$ cat src/rtl/alarm_trigger.sv
// alarm_trigger: compares the live clock time against the stored alarm time
// and drives the buzzer. A three-state controller (IDLE / RINGING / SNOOZE)
// times the ring and snooze periods in whole seconds using the 1 Hz enable.
module alarm_trigger #(
    parameter int RING_SEC   = 60,
    parameter int SNOOZE_SEC = 300
) (
    input  logic       clock,
    input  logic       reset_n,
    input  logic       tick_1hz,
    input  logic [4:0] time_hour,
    input  logic [5:0] time_min,
    input  logic [5:0] time_sec,
    input  logic [4:0] alarm_hour,
    input  logic [5:0] alarm_min,
    input  logic [5:0] alarm_sec,
    input  logic       alarm_on,
    input  logic       setting,
    input  logic       snooze,
    input  logic       stop,
    output logic       buzzer,
    output logic       ringing,
    output logic       snoozing,
    output logic [1:0] state
);

    typedef enum logic [1:0] {
        ST_IDLE    = 2'd0,
        ST_RINGING = 2'd1,
        ST_SNOOZE  = 2'd2
    } state_t;

    // Counters end one below the parameter so RING_SEC=1 rings for one tick.
    localparam logic [8:0] RING_LAST   = 9'(RING_SEC - 1);
    localparam logic [8:0] SNOOZE_LAST = 9'(SNOOZE_SEC - 1);

    state_t     r_state;
    state_t     w_nextState;
    logic [8:0] r_ringCnt;
    logic [8:0] w_nextRingCnt;
    logic [8:0] r_snoozeCnt;
    logic [8:0] w_nextSnoozeCnt;
    logic       r_buzzer;
    logic       w_nextBuzzer;
    logic       r_matchQ;
    logic       w_match;
    logic       w_isIdle;
    logic       w_trigger;
    logic       w_cancel;

    assign w_match   = (time_hour == alarm_hour) && (time_min == alarm_min) &&
                       (time_sec == alarm_sec);
    // Encoding 3 is never produced but is treated exactly like IDLE.
    assign w_isIdle  = (r_state != ST_RINGING) && (r_state != ST_SNOOZE);
    // Edge-based: an edge masked by setting or a disarmed switch is lost.
    assign w_trigger = w_match && !r_matchQ && alarm_on && !setting && w_isIdle;
    // Disarming and stop share the highest priority after reset.
    assign w_cancel  = !alarm_on || stop;

    // State register together with the counters, the buzzer and the match history.
    always_ff @(posedge clock) begin
        if (!reset_n) begin
            r_state     <= ST_IDLE;
            r_ringCnt   <= 9'd0;
            r_snoozeCnt <= 9'd0;
            r_buzzer    <= 1'b0;
            r_matchQ    <= 1'b0;
        end else begin
            r_state     <= w_nextState;
            r_ringCnt   <= w_nextRingCnt;
            r_snoozeCnt <= w_nextSnoozeCnt;
            r_buzzer    <= w_nextBuzzer;
            r_matchQ    <= w_match;
        end
    end

    // Next-state logic: cancel beats snooze, which beats the per-second timeout.
    always_comb begin
        w_nextState     = r_state;
        w_nextRingCnt   = r_ringCnt;
        w_nextSnoozeCnt = r_snoozeCnt;
        w_nextBuzzer    = r_buzzer;
        case (r_state)
            ST_RINGING: begin
                if (w_cancel) begin
                    w_nextState  = ST_IDLE;
                    w_nextBuzzer = 1'b0;
                end else if (snooze) begin
                    w_nextState     = ST_SNOOZE;
                    w_nextSnoozeCnt = 9'd0;
                    w_nextBuzzer    = 1'b0;
                end else if (tick_1hz) begin
                    if (r_ringCnt == RING_LAST) begin
                        w_nextState  = ST_IDLE;
                        w_nextBuzzer = 1'b0;
                    end else begin
                        w_nextRingCnt = r_ringCnt + 9'd1;
                        w_nextBuzzer  = !r_buzzer;
                    end
                end
            end
            ST_SNOOZE: begin
                w_nextBuzzer = 1'b0;
                if (w_cancel) begin
                    w_nextState = ST_IDLE;
                end else if (tick_1hz) begin
                    if (r_snoozeCnt == SNOOZE_LAST) begin
                        w_nextState   = ST_RINGING;
                        w_nextRingCnt = 9'd0;
                        w_nextBuzzer  = 1'b1;
                    end else begin
                        w_nextSnoozeCnt = r_snoozeCnt + 9'd1;
                    end
                end
            end
            default: begin
                w_nextBuzzer = 1'b0;
                w_nextState  = ST_IDLE;
                if (w_trigger) begin
                    w_nextState   = ST_RINGING;
                    w_nextRingCnt = 9'd0;
                    w_nextBuzzer  = 1'b1;
                end
            end
        endcase
    end

    // Output decode: status flags come straight from the state register.
    always_comb begin
        ringing  = (r_state == ST_RINGING);
        snoozing = (r_state == ST_SNOOZE);
        state    = r_state;
        buzzer   = r_buzzer;
    end

endmodule

$ cat config.mk
export PLATFORM = sky130hd
export DESIGN_NAME = alarm_trigger
export DESIGN_NICKNAME = d
export VERILOG_FILES = /design/src/rtl/alarm_trigger.sv
export SDC_FILE = /design/constraint.sdc
export NUM_CORES = 1
export LEC_CHECK = 0
export CAP_MARGIN = 40
export CORE_ASPECT_RATIO = 1.1
export CORE_MARGIN = 5
export CORE_UTILIZATION = 47
export DETAILED_ROUTE_END_ITERATION = 7
export GPL_TIMING_DRIVEN = 0
export PLACE_DENSITY = 0.79
export SYNTH_ARGS = -nofsm -noshare
export SYNTH_HDL_FRONTEND = slang
export SYNTH_SLANG_ARGS = --single-unit
$ cat constraint.sdc
create_clock -name clock -period 2.65 [get_ports clock]
set_input_delay 0.3975 -clock clock [delete_from_list [all_inputs] [get_ports clock]]
set_output_delay 0.3975 -clock clock [all_outputs]
set_load 0.02 [all_outputs]
==> metrics.md, run 1 <==
| Metric | Value |
|---|---|
| Power density over the cells | `300 nW/um^2` |
| Synth Flop Type | `dfxtp_1` |
| Startpoint Class | `primary input` |
| WS Path Type | `primary input to flip-flop` |
| Worst R2R Start | `r_snoozeCnt[2]` |
| Synth Instances | `190` |
| Least-Margin Pin Slew | `0.741 ns` |
| Max-cap viol count | `0` |
| Synth area leaders | `dfxtp_1 (28%), xor2_1 (12%), nand4_1 (4.8%), nor2_1 (4.5%), nand3_1 (4.1%)` |
| TritonCTS clock tree | `yes` |
| Crit path to | `r_ringCnt[4]` |
| DR vias | `1,532` |
| Clk slew on worst S/H paths | `0.13 ns` |
| GRT overflow | `0` |
| EDFF count, synth | `0` |
| Worst clock skew | `0.00362 ns` |
| Synth top cells by count | `dfxtp_1 (22), xor2_1 (21), nor2_1 (19)` |
| Pleak | `0.000730 uW` |
| Non-Filler Instances | `275` |
| Layout Nets | `285` |
| Antenna Nets Post-Route | `0` |
| Tot Pwr | `631 uW` |
| Reg2reg setup slack | `0.39 ns` |
| Crit path max fanout | `10` |
| Fmax | `0.432 GHz` |
| Hold_sp | `r_ringCnt[4]` |
| Filler instances | `303` |
| DRT Pass-1 Iters | `6` |
| CP Cell Sequence | `clkdlybuf4s50_1 > nand3b_1 > o41ai_4 > nand4b_2 > o31ai_2 > nand2_2 > o31ai_2` |
| Register area share after synthesis | `28.0%` |
| H-tree depth | `1` |
| Port bufs | `45` |
| Most used cell, CP | `o31ai_2` |
| Yosys top cell by area | `dfxtp_1` |
| Cell area after synthesis | `1570 sq um` |
| Initial core utilization | `47.9%` |
| Slowest cell on the critical path | `o41ai_4` |
| Clock sinks | `22` |
| Peak VDD IR | `0.157 mV` |
| Fin. max-slew vios | `0` |
| Critical path's largest stage delay | `0.67 ns` |
| Ys Warns | `0` |
| Wire per inst | `12.8 um` |
| Arrival @ worst endpoint | `2.57 ns` |
| HPWL after DPL | `2770 um` |
| Antenna violations before repair | `0` |
| Total Wirelength | `3520 um` |
| Remaining DRCs | `0` |
| First-pass GRT wire length | `6120 um` |
| Via-per-instance ratio | `5.57` |
| Diode count | `0` |
| Final Hold Fails | `0` |
| Vias in the first global route | `1,487` |
| Largest net degree at the start of global routing | `13` |
| Cts repair resizes | `0` |
| Drt initial violations | `51` |
| Hold Crit Class | `flip-flop to flip-flop` |
| Placed Cells | `271` |
| Worst R2R Path Depth | `7` |
| Status | `complete, no violations` |
| # IOs | `46` |
| Clock latency on the worst-skew pair | `0.33 ns` |
| RSZ-0062 raised after global routing | `no` |
| Max clock buf depth | `2` |
| R2r endpoint | `r_ringCnt[4]` |
| Crit. Startpoint | `tick_1hz` |
| Placed cell areas | `2070 sq um` |
| Max-slew headroom | `50.2%` |
| Horiz. Die Dim | `65.1 um` |
| Area of the multi-input gates | `1070 sq um` |
| TritonCTS Buffers | `3` |
| FF/Latch Area | `440 sq um` |
| FP Rows | `22` |
| Ratio of cells with drive above 1 in the final layout | `7.11%` |
| Netlist cell types | `47` |
| Crit. End Element | `flip-flop` |
| Root buffer cell | `clkbuf_4` |
| Most common cell in the synthesized netlist | `dfxtp_1` |
| Die Y-Extent | `70.6 um` |
| Final worst setup slack | `0.336 ns` |
| Share of the synthesized area in the top cell type | `28.0%` |
| Post-CTS Hold Fix Bufs | `0` |
| Placer congestion estimate | `0.847` |
| Layout area overhead | `33.9%` |
| Yosys reg bits | `22` |
| # setup viols final | `0` |
| Post-CTS setup buffer count | `0` |
| Final period utilization | `87.3%` |
| Die area | `4600 sq um` |
| Syn_nets | `235` |
| Crit path required time | `2.91 ns` |
| Overall routing resource usage | `16.2%` |
| Synth async-reset ratio | `0%` |
| Dpl ws | `-0.0153 ns` |
| Mean area per synthesized cell | `8.26 sq um` |
| Design area | `2100 sq um` |
| Final min period | `2.31 ns` |
| CORE AREA | `3280 sq um` |
==> worst max-delay path: cells and delay by family <==
kind                   cells  cell delay, ns
buffers and inverters      1            0.61
AOI/OAI and AO/OA          3            1.02
and+or+nand+nor            3            0.53
==> power breakdown <==
part | leakage [uW] | internal, uW | total, uW | switching (uW)
clock | 0.0000210 | 84.3 | 196 | 112
sequential | 0.000177 | 331 | 331 | 0.000271
combinational | 0.000532 | 68.5 | 104 | 35.4
total | 0.000730 | 483 | 631 | 147
==> worst min-delay path by stage <==
stage | to | slack [ns] | cells after the start
after detailed placement | r_ringCnt[4] | 0.50 | 1
after floorplan | r_ringCnt[4] | 0.47 | 1
after global placement | r_ringCnt[5] | 0.50 | 2
final | r_ringCnt[4] | 0.52 | 1
after global routing | r_ringCnt[4] | 0.55 | 1
after CTS | r_ringCnt[4] | 0.52 | 1
==> per-stage QoR <==
step	hold WS (ns)	utilization [%]	setup TNS [ns]
4_1_cts	0.520	64.2	0
3_3_place_gp	0.497	63.1	-0.00297
2_1_floorplan	0.469	-	0
3_5_place_dp	0.503	63.1	-0.0171
6_report	0.524	64.2	0
5_1_grt	0.553	64.2	0
==> registers in the layout, indices dropped and copies added (netlist names) <==
| name | cells |
|---|---|
| state | 2 |
| buzzer | 1 |
| r_snoozeCnt | 9 |
| r_ringCnt | 9 |
| r_matchQ | 1 |
==> logic make-up (layout without fill, tap and decap cells) <==
family / after synthesis / in the layout / synth area share [%]
simple gates: 90 / 90 / 31.8
compound gates: 34 / 34 / 18.6
xor+xnor: 25 / 25 / 13.9
flops: 22 / 22 / 28.0
buf+inv: 14 / 63 / 3.82
fa+ha+maj: 4 / 4 / 3.19
mux: 1 / 1 / 0.637
==> cell type report <==
| class | instances | area share, % |
|---|---|---|
| Inverter | 9 | 1.61 |
| Multi-Input combinational cell | 154 | 50.9 |
| Sequential cell | 22 | 21.0 |
| Timing Repair Buffer | 45 | 21.4 |
| Tap cell | 36 | 2.14 |
| Clock buffer | 4 | 1.73 |
| Buffer | 5 | 1.25 |
==> per-layer routing <==
layer / global-route usage [%] / part of all wire, %
met1: 19.7 / 45
met2: 27.0 / 44
met4: 6.68 / 1.8
met5: 0 / 0
met3: 3.97 / 8.8
==> cell usage in the layout (no fill, tap or decap), drive strengths merged, types with 3 or more instances in the layout <==
master / count
a21oi: 3
a31oi: 4
and3: 3
clkbuf: 8
clkdlybuf4s50: 45
dfxtp: 22
ha: 4
inv: 9
nand2: 16
nand2b: 4
nand3: 13
nand4: 12
nor2: 19
nor3: 4
nor3b: 3
nor4: 4
o21ai: 6
o2bb2ai: 3
o31ai: 5
xnor2: 4
xor2: 21
(Power assumes the default switching activity.)
==> inputs of run 2 (changes only) <==
--- a/config.mk
+++ b/config.mk
@@ -11,6 +11,7 @@
 export CORE_UTILIZATION = 47
 export DETAILED_ROUTE_END_ITERATION = 7
 export GPL_TIMING_DRIVEN = 0
+export MAX_ROUTING_LAYER = met4
 export PLACE_DENSITY = 0.79
 export SYNTH_ARGS = -nofsm -noshare
 export SYNTH_HDL_FRONTEND = slang
==> run 2 against run 1 <==
Critical path depth stayed put. Combinational power hardly changed. Critical endpoint unchanged. Final cell count stayed put.
==> metrics.md, run 2 (synthesis results as in run 1) <==
| Metric | Value |
|---|---|
| Least-Margin Pin Slew | `0.741 ns (about the same)` |
| Via-per-instance ratio | `5.57 (unchanged)` |
| Clk slew on worst S/H paths | `0.13 ns (about the same)` |
| Hold Crit Class | `flip-flop to flip-flop (unchanged)` |
| Arrival @ worst endpoint | `2.57 ns (about the same)` |
| TritonCTS Buffers | `3 (unchanged)` |
| Commonest non-fill, non-tap cell in the layout | `clkdlybuf4s50_1 (unchanged)` |
| Final period utilization | `87.3% (about the same)` |
| Tot Pwr | `631 uW (about the same)` |
| Placer congestion estimate | `0.860 (was 0.847)` |
| Logic pwr share | `16.5% (about the same)` |
| Total Wirelength | `3520 um (about the same)` |
| Placed cell areas | `2070 sq um (unchanged)` |
| Die area | `4600 sq um (unchanged)` |
| Startpoint Class | `primary input (unchanged)` |
| Sw frac | `23.4% (about the same)` |
| Peak VDD IR | `0.157 mV (about the same)` |
| H-tree depth | `1 (unchanged)` |
| Final Hold Fails | `0 (unchanged)` |
| Crit. End Element | `flip-flop (unchanged)` |
| Antenna Nets Post-Route | `0 (unchanged)` |
| Initial core utilization | `47.9% (unchanged)` |
| Highest-count cells in the layout ignoring fill and taps | `clkdlybuf4s50_1 (45), dfxtp_1 (22), xor2_1 (21) (unchanged)` |
| Slowest cell on the critical path | `o41ai_4 (unchanged)` |
| Max clock buf depth | `2 (unchanged)` |
| RSZ-0062 raised after global routing | `no (unchanged)` |
| WS Path Type | `primary input to flip-flop (unchanged)` |
| Drt initial violations | `51 (unchanged)` |
| Layout Nets | `285 (unchanged)` |
| Post-CTS Hold Fix Bufs | `0 (unchanged)` |
| Clock sinks | `22 (unchanged)` |
| Clock latency on the worst-skew pair | `0.33 ns (about the same)` |
| Max-cap viol count | `0 (unchanged)` |
| Final min period | `2.31 ns (about the same)` |
| Remaining DRCs | `0 (unchanged)` |
| Internal power | `483 uW (about the same)` |
| CP Cell Sequence | `clkdlybuf4s50_1 > nand3b_1 > o41ai_4 > nand4b_2 > o31ai_2 > nand2_2 > o31ai_2 (unchanged)` |
| Diode count | `0 (unchanged)` |
| # setup viols final | `0 (unchanged)` |
| Clock share of power | `31.1% (about the same)` |
| DR vias | `1,532 (unchanged)` |
| Overall routing resource usage | `16.6% (was 16.2%)` |
| Part of the power in registers | `52.4% (about the same)` |
| Critical path's largest stage delay | `0.67 ns (about the same)` |
| Power density over the cells | `300 nW/um^2 (about the same)` |
| R2r endpoint | `r_ringCnt[4] (unchanged)` |
| Crit path max fanout | `10 (unchanged)` |
| Cts repair resizes | `0 (unchanged)` |
| HPWL after DPL | `2770 um (unchanged)` |
| Vias in the first global route | `1,488 (was 1,487)` |
| DRT Pass-1 Iters | `6 (unchanged)` |
| Hold_sp | `r_ringCnt[4] (unchanged)` |
| Crit path required time | `2.91 ns (about the same)` |
| Die Y-Extent | `70.6 um (unchanged)` |
| Critical path's top delay family | `compound AO/OA/AOI/OAI gates (unchanged)` |
| GRT overflow | `0 (unchanged)` |
| Root buffer cell | `clkbuf_4 (unchanged)` |
| Status | `complete, no violations (unchanged)` |
| WP buf/inv | `1 (unchanged)` |
| Post-CTS setup buffer count | `0 (unchanged)` |
| FP Rows | `22 (unchanged)` |
| # IOs | `46 (unchanged)` |
| Hold depth | `1 (unchanged)` |
| Antenna violations before repair | `0 (unchanged)` |
| First-pass GRT wire length | `6110 um (was 6120 um)` |
| Final hold slack | `0.524 ns (unchanged)` |
| Psw | `147 uW (about the same)` |
| Most used cell, CP | `o31ai_2 (unchanged)` |
| Reg2reg setup slack | `0.39 ns (about the same)` |
| Horiz. Die Dim | `65.1 um (unchanged)` |
| Design area | `2100 sq um (unchanged)` |
| Worst clock skew | `0.00361 ns (was 0.00362 ns)` |
| CORE AREA | `3280 sq um (unchanged)` |
| Fmax | `0.432 GHz (about the same)` |
| Worst R2R Start | `r_snoozeCnt[2] (unchanged)` |
| Setup TNS | `0 ns (unchanged)` |
| Largest net degree at the start of global routing | `13 (unchanged)` |
| Pleak | `0.000730 uW (unchanged)` |
| Port bufs | `45 (unchanged)` |
| TritonCTS clock tree | `yes (unchanged)` |
| Worst R2R Path Depth | `7 (unchanged)` |
| Ratio of cells with drive above 1 in the final layout | `7.11% (unchanged)` |
| Layout area overhead | `33.9% (unchanged)` |
| Wire per inst | `12.8 um (about the same)` |
| Fin. max-slew vios | `0 (unchanged)` |
| Max-slew headroom | `50.2% (about the same)` |
| Hold endpoint | `r_ringCnt[4] (unchanged)` |
[run 2: cell counts in the layout (fill, tap and decap cells not counted)]
No cell type changed its count.
[run 2: per-stage QoR]
stage	setup slack, ns	cells	utilization, %
detailed placement	-0.0153	271	63.1
CTS	0.339	275	64.2
finish	0.336	275	64.2
global route	0.0828	275	64.2
global placement	-0.00297	271	63.1
floorplan	0.490	190	-
[run 2: worst register-to-register path, stage by stage, from the launching register on]
cell and delay, ns:
dfxtp_1 0.33, buf_6 0.13, or4b_4 0.52, o41ai_4 0.54
nand4b_2 0.17, o31ai_2 0.15, nand2_2 0.15, o31ai_2 0.20
[run 2: worst max path at each step]
| stage | from | end | slack (ns) | cells past startpoint |
|---|---|---|---|---|
| floorplan | state[1] | r_snoozeCnt[8] | 0.49 | 7 |
| global placement | alarm_sec[4] | r_ringCnt[8] | -0.003 | 7 |
| detailed placement | alarm_sec[4] | r_ringCnt[8] | -0.02 | 7 |
| CTS | alarm_sec[4] | r_ringCnt[8] | 0.34 | 7 |
| global route | alarm_min[5] | r_ringCnt[8] | 0.08 | 7 |
| finish | tick_1hz | r_ringCnt[4] | 0.34 | 7 |
[run 2: cell type report]
| cell class | count | area, sq um |
|---|---|---|
| Tap cell | 36 | 45.0 |
| Inverter | 9 | 33.8 |
| Sequential cell | 22 | 440 |
| Multi-Input combinational cell | 154 | 1070 |
| Clock buffer | 4 | 36.3 |
| Buffer | 5 | 26.3 |
| Timing Repair Buffer | 45 | 450 |
| Fill cell | 303 | 1170 |
[run 2: power groups by stage]
stage                     logic [uW]  clock network [uW]  registers [uW]
after global routing             112                 209             331
final                            104                 196             331
after global placement           104                   0             338
after CTS                        105                 198             331
after floorplan                 31.5                   0             338
after detailed placement         105                   0             338
[run 2: per-layer routing]
metal | part of all wire (%) | global-route usage, % | wire length, um
met2 | 44 | 27.0 | 1550
met5 | 0 | - | 0
met3 | 6.6 | 2.38 | 234
met1 | 47 | 20.7 | 1670
met4 | 1.9 | 6.68 | 67
==> variant 1, RTL diff (config.mk and constraints of run 2) <==
The parameter `SNOOZE_SEC` goes from 300 to 150.
--- a/src/rtl/alarm_trigger.sv
+++ b/src/rtl/alarm_trigger.sv
@@ -3,7 +3,7 @@
 // times the ring and snooze periods in whole seconds using the 1 Hz enable.
 module alarm_trigger #(
     parameter int RING_SEC   = 60,
-    parameter int SNOOZE_SEC = 300
+    parameter int SNOOZE_SEC = 150
 ) (
     input  logic       clock,
     input  logic       reset_n,
Check against the original RTL: same outputs for any inputs over 10 cycles, from zero or initial values and one cycle with reset_n low; that may be too few to reach the edited logic, so the function may still have changed.
==> variant 1 against run 2 <==
- hold slack got worse by 27 ps
- clock power increased by 34%
- cell area is 0.24% lower
- setup slack worse by 110 ps
- total power increased by 12%
- area after synthesis fell by 1.5%
- wire length is 17% higher
- register-to-register slack worse by 110 ps
- sequential cell count unchanged
==> variant 1: results (changes against run 2) <==
Slew @ Worst Pin=577 ps (was 741 ps); vias in the first global route=1591 (was 1488); CP arrival=2710 ps (was 2570 ps); DR DRC count=0 (unchanged); peak supply drop=0.203 mV (was 0.157 mV); Seq/Total Area, Yosys=0.285 (was 0.280); syn_nets=230 (was 235); layout cell share with drive strength beyond 1=0.0687 (was 0.0711); first-pass GRT wire length=7.12 mm (was 6.11 mm); GPL Wtd Cong=0.839 (was 0.860); # diodes=0 (unchanged); largest net degree at the start of global routing=14 (was 13); pre-CTS setup slack=-112 ps (was -15.3 ps); status=finished clean (unchanged); predominant post-synthesis flop cell=dfxtp_1 (unchanged); placed cell area=2040 um2 (was 2070 um2); hold depth=2 (was 1); I/O Buffers=45 (unchanged); Post-synth top cells=dfxtp_1, nand2_1, xnor2_1, nor2_1 (was dfxtp_1, xor2_1, nor2_1, nand2_1, nand3_1); detailed-route via count=1505 (was 1532); # placed instances=263 (was 271); TritonCTS Buffers=3 (unchanged); fin cells=267 (was 275); violation count after the first detailed-route iteration=100 (was 51); Clock Tree Buf Depth=2 (unchanged); internal power=559 uW (was 483 uW); r2r worst-path depth=8 (was 7); GRT Total Usage=0.200 (was 0.166); slowest CP cell=clkdlybuf4s50_1 (was o41ai_4); YS warnings=0 (unchanged); Max Clock Skew=19.6 ps (was 3.61 ps); cell family with most CP delay=simple AND/OR/NAND/NOR gates (was compound AO/OA/AOI/OAI gates); Worst Hold Class=reg2reg (unchanged); leading cell types by total area after synthesis=dfxtp_1, xnor2_1, nand2_1 (was dfxtp_1, xor2_1, nand4_1); Post-CTS Setup Repair Bufs=0 (unchanged); final net count=280 (was 285); Synth cell types=46 (was 47); H-tree levels=1 (unchanged); DP Wirelength=3.40 mm (was 2.77 mm); Filler cells=274 (was 303); Clock Pin Slew Worst Setup and Hold Paths=140 ps; Mapped Cells=184 (was 190); Total Wirelength=4.11 mm (was 3.52 mm); DRT Pass-1 Iters=4 (was 6); P_leak=0.747 nW (was 0.730 nW); worst stage delay on the critical path=570 ps (was 670 ps)
## variant 1: cell types whose count changed in the layout (fill, tap and decap cells not counted), moves of 3 or more
cell             run 2  this run
nand4b_1             0         3
xor2_1              21         9
nor2b_1              2         5
nand4_1             12         6
nand3_1             13         6
nand2_1             15        21
a31oi_1              3         0
inv_1                9         6
xnor2_1              4        16
o31ai_2              3         0
a21oi_1              3         9
nor2_1              19        15
## variant 1: kinds of logic after synthesis
| group | Yosys count | synth area share |
|---|---|---|
| compound gates | 34 | 0.174 |
| xor+xnor | 25 | 0.142 |
| fa+ha+maj | 5 | 0.0405 |
| buf+inv | 11 | 0.0315 |
| flops | 22 | 0.285 |
| mux | 2 | 0.0138 |
| simple gates | 85 | 0.314 |
## variant 1: power groups by stage
stage | sequential [mW] | clock (mW) | combinational [mW]
after global placement | 0.338 | 0 | 0.110
after global routing | 0.331 | 0.284 | 0.123
after CTS | 0.331 | 0.267 | 0.115
after detailed placement | 0.338 | 0 | 0.114
after floorplan | 0.338 | 0 | 0.0395
final | 0.331 | 0.262 | 0.115
## variant 1: final timing paths
| path | endpoint | slack (ps) | start |
|---|---|---|---|
| max | r_ringCnt[8] | 220 | alarm_on |
| min | r_ringCnt[1] | 500 | r_ringCnt[1] |
| max reg2reg | r_snoozeCnt[8] | 280 | state[1] |
| min reg2reg | r_ringCnt[1] | 500 | r_ringCnt[1] |
## variant 1: final cells by class
| class | instances | area, um2 | share of cell area |
|---|---|---|---|
| buffer | 5 | 26.3 | 0.0125 |
| clock buffer | 3 | 22.5 | 0.0107 |
| clock inverter | 1 | 30.0 | 0.0143 |
| inverter | 6 | 22.5 | 0.0107 |
| multi-input combinational | 151 | 1060 | 0.507 |
| sequential | 22 | 440 | 0.210 |
| tap | 34 | 42.5 | 0.0203 |
| timing repair buffer | 45 | 450 | 0.215 |
## variant 1: worst register-to-register path, cell delays in order (launching register included)
cell,delay [ps]
dfxtp_1,410
ha_1,220
clkbuf_1,320
nand3b_1,240
a2111oi_4,440
o2111a_1,320
nand3_1,110
xor2_1,140
nor2_1,50
## variant 1: metal layers
metal	track usage	vias to the layer above	routed length (um)
met5	-	-	0
met4	0.0657	0	42
met3	0.0401	4	243
met2	0.343	42	2210
met1	0.231	691	1620
li1	-	768	-
==> variant 2, RTL diff (settings of run 2) <==
Made on the original files. Compare `r_snoozeCnt` against `SNOOZE_LAST` with >= in place of ==.
--- a/src/rtl/alarm_trigger.sv
+++ b/src/rtl/alarm_trigger.sv
@@ -104,7 +104,7 @@
                 if (w_cancel) begin
                     w_nextState = ST_IDLE;
                 end else if (tick_1hz) begin
-                    if (r_snoozeCnt == SNOOZE_LAST) begin
+                    if (r_snoozeCnt >= SNOOZE_LAST) begin
                         w_nextState   = ST_RINGING;
                         w_nextRingCnt = 9'd0;
                         w_nextBuzzer  = 1'b1;
Formal check against the unedited RTL: same outputs for any inputs over 10 cycles, from zero or initial values and one cycle with reset_n low; that may be too few to reach the edited logic, so the function may still have changed.
==> variant 2 against run 2 <==
- sequential power about the same
- cell area fell by 0.48%
- total power is 12% higher
- area after synthesis shrank 1.5%
- setup slack lost 120 ps
- via count increased by 0.46%
- sequential cell count did not move
- wire length is 12% higher
- largest cell class unchanged
- largest power group unchanged
- highest routed layer unchanged
==> variant 2: results (changes against run 2) <==
status=finished clean (unchanged); peak supply drop=0.200 mV (was 0.157 mV); clk root buf=clkbuf_4 (unchanged); # diodes=0 (unchanged); r2r worst-path depth=7 (unchanged); I/O Buffers=45 (unchanged); ys async rst share=0 (unchanged); DP Wirelength=3.13 mm (was 2.77 mm); first-pass GRT wire length=6.79 mm (was 6.11 mm); GPL Wtd Cong=0.874 (was 0.860); grt ovf=0 (unchanged); Filler cells=266 (was 303); H-tree levels=1 (unchanged); end point of the critical path=r_snoozeCnt[5] (was r_ringCnt[4]); YS warnings=0 (unchanged); Clock Tree Buf Depth=2 (unchanged); Crit Path Max Fanout=9 (was 10); CP arrival=2630 ps (was 2570 ps); cell family with most CP delay=compound AO/OA/AOI/OAI gates (unchanged); worst stage delay on the critical path=490 ps (was 670 ps); Post-synth top cells=dfxtp_1, xnor2_1, nand2_1, nor2_1 (was dfxtp_1, xor2_1, nor2_1, nand2_1, nand3_1); slowest CP cell=o32ai_4 (was o41ai_4); layout cell share with drive strength beyond 1=0.111 (was 0.0711); antenna violations before repair=0 (unchanged); Clock Pin Slew Worst Setup and Hold Paths=140 ps; Post-CTS Setup Repair Bufs=0 (unchanged); internal power=558 uW (was 483 uW); R2R Setup Slk=220 ps (was 390 ps); P_leak=0.699 nW (was 0.730 nW); later-pin clock latency in the skew report=320 ps; via/cell ratio=5.94 (was 5.57); GRT Total Usage=0.189 (was 0.166); largest net degree at the start of global routing=14 (was 13); vias in the first global route=1637 (was 1488); DRT Pass-1 Iters=5 (was 6); Synth cell types=50 (was 47); DR WL/cell=15.2 um (was 12.8 um); syn_nets=221 (was 235); leading cell types by total area after synthesis=dfxtp_1, xnor2_1, nand4_1 (was dfxtp_1, xor2_1, nand4_1); Max Clock Skew=11.0 ps (was 3.61 ps); Seq/Total Area, Yosys=0.285 (was 0.280); Slew @ Worst Pin=591 ps (was 741 ps); Worst setup startpoint=r_snoozeCnt[0] (was tick_1hz); final net count=271 (was 285); post-CTS resize count=0 (unchanged); TritonCTS Buffers=3 (unchanged); violation count after the first detailed-route iteration=94 (was 51); Worst Hold Class=reg2reg (unchanged)
## variant 2: kinds of logic after synthesis
| family | after synthesis | synth area share |
|---|---|---|
| adder cells (fa/ha/maj) | 4 | 0.0324 |
| buffers and inverters | 13 | 0.0461 |
| multiplexers | 3 | 0.0194 |
| AO/OA/AOI/OAI | 37 | 0.214 |
| AND/OR/NAND/NOR | 73 | 0.267 |
| flip-flops | 22 | 0.285 |
| XOR/XNOR | 24 | 0.136 |
## variant 2: area by class of cell
type	instances	share of cell area
multi-input cells	141	0.495
clock inverters	1	0.0144
repair buffers	45	0.215
inverters	9	0.0161
flip-flops and latches	22	0.211
clock buffers	3	0.0108
plain buffers	4	0.0179
well taps	34	0.0203
## variant 2: how the worst min path moves through the flow
stage / from / endpoint / slack, ps / depth (start not counted)
global placement: buzzer / buzzer / 460 / 2
floorplan: r_ringCnt[1] / r_ringCnt[1] / 450 / 2
detailed placement: buzzer / buzzer / 470 / 2
global route: buzzer / buzzer / 520 / 2
CTS: buzzer / buzzer / 490 / 2
finish: buzzer / buzzer / 490 / 2
## variant 2: power groups by stage
stage | registers [mW] | logic [mW] | clock network (mW)
after floorplan | 0.338 | 0.0383 | 0
after global placement | 0.338 | 0.107 | 0
after CTS | 0.331 | 0.111 | 0.265
final | 0.331 | 0.110 | 0.266
after detailed placement | 0.338 | 0.111 | 0
after global routing | 0.331 | 0.118 | 0.281
## variant 2: layer usage
metal	wire length (um)	GRT usage
met3	286	0.0497
met1	1630	0.200
met4	68	0.0822
met5	0	-
met2	1960	0.328
## variant 2: stage by stage
step | utilization | hold WS (ps) | std cells | worst slack, ps | area, um2
finish | 0.675 | 491 | 259 | 218 | 2090
global route | 0.675 | 524 | 259 | 86.5 | 2090
CTS | 0.675 | 489 | 259 | 291 | 2090
detailed placement | 0.658 | 467 | 255 | 145 | 2040
global placement | 0.658 | 461 | 255 | 187 | 2040
floorplan | - | 452 | 176 | 588 | 1550
## variant 2: worst register-to-register path: cells and delay by family (launching register included)
kind | cells | cell delay [ps]
fa+ha+maj | 1 | 290
compound gates | 3 | 1190
simple gates | 2 | 230
xor+xnor | 1 | 200
flops | 1 | 410
